**src/rtl/cache_miss_ctrl.sv**
```systemverilog
// Cache miss controller: zero-wait hits, dirty-victim writeback, line refill
// and tag commit, sequenced one memory word per accepted transfer.
`ifndef CACHE_T
`define CACHE_T 20
`endif
`ifndef CACHE_S
`define CACHE_S 8
`endif
`ifndef CACHE_B
`define CACHE_B 4
`endif

module cache_miss_ctrl #(
  parameter int TAG_WIDTH    = `CACHE_T,
  parameter int SET_WIDTH    = `CACHE_S,
  parameter int OFFSET_WIDTH = `CACHE_B
) (
  input  logic                    clk,
  input  logic                    reset_n,
  input  logic                    cpu_req,
  input  logic                    cpu_wen,
  input  logic [31:0]             cpu_addr,
  output logic                    cpu_stall,
  input  logic                    hit,
  input  logic                    dirty,
  input  logic [TAG_WIDTH-1:0]    replace_tag,
  output logic                    lru_en,
  output logic [OFFSET_WIDTH-3:0] line_word,
  input  logic [31:0]             victim_rdata,
  output logic                    fill_wen,
  output logic [31:0]             fill_data,
  output logic                    fill_commit,
  output logic                    mem_req,
  output logic                    mem_wen,
  output logic [31:0]             mem_addr,
  output logic [31:0]             mem_wdata,
  input  logic [31:0]             mem_rdata,
  input  logic                    mem_ready
);

  localparam int WW    = OFFSET_WIDTH - 2;
  localparam int WORDS = 2 ** WW;
  localparam logic [WW-1:0] LAST = WW'(WORDS - 1);

  typedef enum logic [1:0] {IDLE, WRITEBACK, REFILL, COMMIT} state_t;

  state_t          state;
  logic [WW-1:0]   cnt;

  logic [TAG_WIDTH-1:0] cpu_tag;
  logic [SET_WIDTH-1:0] cpu_set;
  logic                 unused_bits;

  assign cpu_tag     = cpu_addr[31 -: TAG_WIDTH];
  assign cpu_set     = cpu_addr[OFFSET_WIDTH +: SET_WIDTH];
  assign unused_bits = ^{cpu_wen, cpu_addr[OFFSET_WIDTH-1:0]};

  // State and word counter; the counter returns to 0 at the end of each burst
  always_ff @(posedge clk or negedge reset_n) begin
    if (!reset_n) begin
      state <= IDLE;
      cnt   <= '0;
    end else begin
      case (state)
        IDLE: begin
          if (cpu_req && !hit) begin
            cnt   <= '0;
            state <= dirty ? WRITEBACK : REFILL;
          end
        end
        WRITEBACK: begin
          if (mem_ready) begin
            if (cnt == LAST) begin
              cnt   <= '0;
              state <= REFILL;
            end else begin
              cnt <= cnt + WW'(1);
            end
          end
        end
        REFILL: begin
          if (mem_ready) begin
            if (cnt == LAST) begin
              cnt   <= '0;
              state <= COMMIT;
            end else begin
              cnt <= cnt + WW'(1);
            end
          end
        end
        COMMIT: begin
          state <= IDLE;
        end
        default: begin
          state <= IDLE;
          cnt   <= '0;
        end
      endcase
    end
  end

  // Output decode; reset masks everything except the stall echo of cpu_req
  always_comb begin
    cpu_stall   = 1'b0;
    lru_en      = 1'b0;
    line_word   = '0;
    fill_wen    = 1'b0;
    fill_data   = '0;
    fill_commit = 1'b0;
    mem_req     = 1'b0;
    mem_wen     = 1'b0;
    mem_addr    = '0;
    mem_wdata   = '0;
    if (!reset_n) begin
      cpu_stall = cpu_req;
    end else begin
      case (state)
        IDLE: begin
          if (cpu_req) begin
            cpu_stall = !hit;
            lru_en    = hit;
          end
        end
        WRITEBACK: begin
          cpu_stall = 1'b1;
          line_word = cnt;
          mem_req   = 1'b1;
          mem_wen   = 1'b1;
          mem_addr  = {replace_tag, cpu_set, cnt, 2'b00};
          mem_wdata = victim_rdata;
        end
        REFILL: begin
          cpu_stall = 1'b1;
          line_word = cnt;
          mem_req   = 1'b1;
          mem_addr  = {cpu_tag, cpu_set, cnt, 2'b00};
          fill_wen  = mem_ready;
          fill_data = mem_rdata;
        end
        COMMIT: begin
          cpu_stall   = 1'b1;
          fill_commit = 1'b1;
        end
        default: begin
          cpu_stall = 1'b1;
        end
      endcase
    end
  end

endmodule

```
**config.mk**
```make
export PLATFORM = sky130hd
export DESIGN_NAME = cache_miss_ctrl
export DESIGN_NICKNAME = d
export VERILOG_FILES = /design/src/rtl/cache_miss_ctrl.sv
export SDC_FILE = /design/constraint.sdc
export NUM_CORES = 1
export LEC_CHECK = 0
export CAP_MARGIN = 20
export CORE_AREA = 2 2 88 90
export CTS_CLUSTER_DIAMETER = 150
export DETAILED_ROUTE_END_ITERATION = 10
export DIE_AREA = 0 0 90 92
export DONT_BUFFER_PORTS = 1
export PLACE_DENSITY = 0.39
export SYNTH_ARGS = -nofsm -noshare
export SYNTH_HDL_FRONTEND = slang
export SYNTH_SLANG_ARGS = --single-unit
```
**constraint.sdc**
```tcl
create_clock -name clk -period 2 [get_ports clk]
set_clock_uncertainty 0.1 [all_clocks]
set_input_delay 0.3 -clock clk [delete_from_list [all_inputs] [get_ports clk]]
set_output_delay 0.3 -clock clk [all_outputs]
set_load 0.01 [all_outputs]
```
# Yosys cells after proc, flatten, opt, wreduce, memory -nomap -nowiden
# Index checks and enable logic that the tools add are counted.
# word_totals
ff_bits	4
input_bits	123
out_inout_bits	104
wordCells	54
# op_classes
n_addsub	1
n_eq_ne	10
muxes	33
reduce_logical	8
# op_table
op	n
32-bit 2-to-1 mux	5
32-bit one-hot mux with 2 select lines	1
2-bit 2-to-1 mux	11
1-bit 2-to-1 mux	13
2-bit inequality test (second input constant)	5
2-bit one-hot mux with 4 select lines	1
2-bit equality test (second input constant)	3
5-bit AND reduction	1
2-bit one-hot mux with 2 select lines	1
3-bit AND reduction	1
3-bit OR reduction	1
2-bit by 1-bit adder with 2-bit output (second input constant)	1
2-bit by 1-bit equality test with 1-bit output (second input constant)	1
2-bit zero test	1
2-bit by 1-bit inequality test with 1-bit output (second input constant)	1
1-bit one-hot mux with 2 select lines	1
2-bit nonzero test	1
2-bit OR reduction	1
1-bit logical AND	1
1-bit zero test	1

# Depth between registers and ports, before layout
# logic_depth
word_depth	4
depth_mapped	6
depth_no_buf	5

# Least setup slack after synthesis
# Ideal clock, no wire load.
# synth_timing
path_kind	reg2out
startpoint	register state[0]
endpoint	output port mem_addr[2]
arrival_time_ns	1.292
path_slack_ns	0.308
path_stages_with_launch	5
path_buffers	0
cell_sequence	dfrtp_1 -> inv_1 -> ha_1 -> and3_1 -> nor2b_1
# synth_via
elab_chain_cells	3
# synth_rtl
item	line	source
start, declared	47	state_t state;
start signal, assigned	68	state <= dirty ? WRITEBACK : REFILL;
2-bit equality test or 2-bit by 1-bit equality test with 1-bit output (tied branches)	117	case (state)
32-bit one-hot mux with 2 select lines (*)	117	
32-bit 2-to-1 mux (*)	114	if (!reset_n) begin
end, declared	35	output logic [31:0] mem_addr,
# Mark *: on every way between the ends. The rest lies on a longest branch, timed or not.

# Worst setup path after layout
# layout_timing
startpoint	register state[1]
endpoint	output port mem_addr[12]
# Same word-level chain as after synthesis.

==> impl_metrics.json <==
{
  "outcome": "finished clean",
  "dieArea_sq_um": 8280,
  "clock_path_buffers": 2,
  "cp_slowest_stage_delay_ps": 450,
  "syn_to_final_growth_pct": 22.57,
  "grt_start_max_net_pins": 74,
  "grt.busiest_layer": "met2",
  "drt_iter0_drc": 59,
  "start_util_pct": 16.75,
  "path_buf_inv": 2,
  "whs_endpoint": "cnt[1]",
  "rrSetupSlack_ps": 370,
  "cp-end-kind": "output pin",
  "clock.fmax_ghz": 0.5176,
  "synth_cell_types": 30,
  "seq_area_frac_synth_pct": 8.024,
  "finalWeightedCongestion": 0.7713,
  "crit_family": "flip-flops",
  "ctsHtreeMaxLevel": 1,
  "synth_top_area_share_pct": 33.60,
  "die-width_microns": 90,
  "worstReg2RegStart": "state[1]",
  "antenna_cells": 0,
  "vias": 1451,
  "met2_usage_pct": 17.98,
  "syn_inst": 193,
  "place_hpwl_mm": 4.106,
  "core_area_sq_um": 7447,
  "cpMaxStageDelayCell": "dfrtp_2",
  "die_y_microns": 92,
  "critPathLaunchType": "register",
  "grt_util_met1_pct": 13.56,
  "hp-class": "in2reg",
  "drt-pass1-iter-count": 4,
  "final_cell_mix": "and3_1 (67), nor2_1 (24), a22oi_1 (19)",
  "powerDensity_nw_per_um2": 1463,
  "syn_area_sq_um": 1247,
  "synth_area_leaders": "and3_1 (34%), a22oi_1 (12%), dfrtp_1 (8.0%)",
  "nFillCells": 855,
  "p_total_w": 0.002236,
  "leakage_nw": 0.8368,
  "rows": 32,
  "grt_pass1_vias": 1148,
  "grt_pass1_wl_mm": 6.824,
  "path_max_fanout": 22,
  "wire_per_inst_microns": 17.86,
  "layout-drive-gt1-share_pct": 20.21,
  "setup_violations": 0,
  "drtAntennaViolNets": 0,
  "hold_violations": 0,
  "r2r_cells": 6,
  "period_share_pct": 96.60,
  "yosysTopAreaCell": "and3_1",
  "route.detailed.drc": 0,
  "io_buffers": 0,
  "ys_warn_count": 0,
  "slew_violations": 0,
  "cap_violations": 0,
  "worstSetupPathType": "reg2out",
  "timing.hold.ws_ps": 148.1,
  "ir_drop_uv": 558.5,
  "rsz0062_at_grt": "no",
  "regToRegEndpoint": "cnt[1]",
  "grt_overflow": 0,
  "arrival_ps": 1530,
  "antenna_found_initial": 0,
  "cp_cell_sequence": "ha_4, buf_12, a22oi_1, nor2_1, buf_4",
  "cts_tree": "done",
  "drt_wl_total_mm": 5.179,
  "use_met3_pct": 2.794,
  "grtUsageTotal_pct": 10.43,
  "cts_sinks": 4,
  "worst_hold_startpoint": "mem_ready",
  "cts_root_buf": "clkbuf_8",
  "critical_path_required_ps": 1600,
  "nets": 320,
  "path_clk_slew_ps": 30,
  "syn_area_per_cell_sq_um": 6.463,
  "num_io_pins": 227,
  "hold-path-cell-count": 2,
  "final_common_cell": "and3_1",
  "worstSkewPairLatency_ps": 210,
  "synth-seq-cells": 4,
  "period_needed_ps": 1932,
  "timing.critical_path.from": "state[1]",
  "viasPerCell": 5.003,
  "cts_buffers": 3
}
==> cell usage after synthesis (all sizes together) <==
library cell	n
nand2	9
o31ai	2
inv	6
o21ai	2
and2b	1
dfrtp	4
a31o	1
and3	67
conb	1
nand3	1
nor2b	2
nor2	26
a31oi	3
a21oi	1
ha	7
and2	12
mux2i	1
clkbuf	12
nor4b	1
buf	12
nand2b	1
a22oi	21
==> per-stage QoR <==
step	TNS (ps)	utilization, %	setup WS (ps)	area, sq um	cells
floorplan	0	-	308.2	1251	194
global placement	0	18.20	125.2	1355	283
detailed placement	0	18.20	100.4	1355	283
CTS	-19.48	19.56	-7.111	1456	287
global route	0	20.53	10.70	1529	290
finish	0	20.53	68.06	1529	290
==> how the worst max path moves through the flow <==
| stage | endpoint | slack [ps] | depth (start not counted) |
|---|---|---|---|
| after floorplan | mem_addr[2] | 310 | 4 |
| after global placement | mem_addr[12] | 130 | 6 |
| after detailed placement | mem_addr[12] | 100 | 6 |
| after CTS | mem_addr[7] | -7 | 6 |
| after global routing | mem_addr[7] | 10 | 6 |
| final | mem_addr[12] | 70 | 5 |
==> state kept, by name (all words and copies together) (netlist names) <==
name,cells
cnt,2
state,2
==> layer usage <==
| metal | vias to the layer above | part of all wire [%] |
|---|---|---|
| met5 | - | 0 |
| met4 | 0 | 0.52 |
| met3 | 2 | 8.7 |
| met2 | 119 | 50 |
| met1 | 662 | 41 |
| li1 | 668 | - |
==> power breakdown <==
group          leakage, nW  switching [W]  internal, W
clock network       0.0216      0.0000390     0.000128
registers           0.0486      0.0000437     0.000124
logic                0.767        0.00109     0.000808
total                0.837        0.00118      0.00106
==> final cells by class <==
cell class / instances / area (sq um) / area share, %
multi-input combinational: 160 / 1082 / 70.79
timing repair buffer: 15 / 151.4 / 9.902
tap: 102 / 127.6 / 8.347
sequential: 4 / 101.3 / 6.628
clock buffer: 3 / 41.29 / 2.700
inverter: 6 / 25.02 / 1.637
==> cells by family (layout without fill, tap and decap cells) <==
group                    after synthesis  count (layout)  synth area share, %
flip-flops                             4               4                8.024
other                                  1               2               0.3006
adder cells (fa/ha/maj)                7               7                7.021
AO/OA/AOI/OAI                         30              30                18.35
multiplexers                           1               1               0.8024
AND/OR/NAND/NOR                      120             120                53.96
buffers and inverters                 30              24                11.53
==> what timing repair did <==
item | 4_1_cts | 5_1_grt
pin swaps | 1 | 4
cloned | 0 | 0
hold endpoints to repair | 4 | 0
hold buffers | 1 | 0
setup endpoints to repair | 67 | 30
resized for setup | 17 | 9
setup buffers | 0 | 3
(Power assumes the default switching activity.)
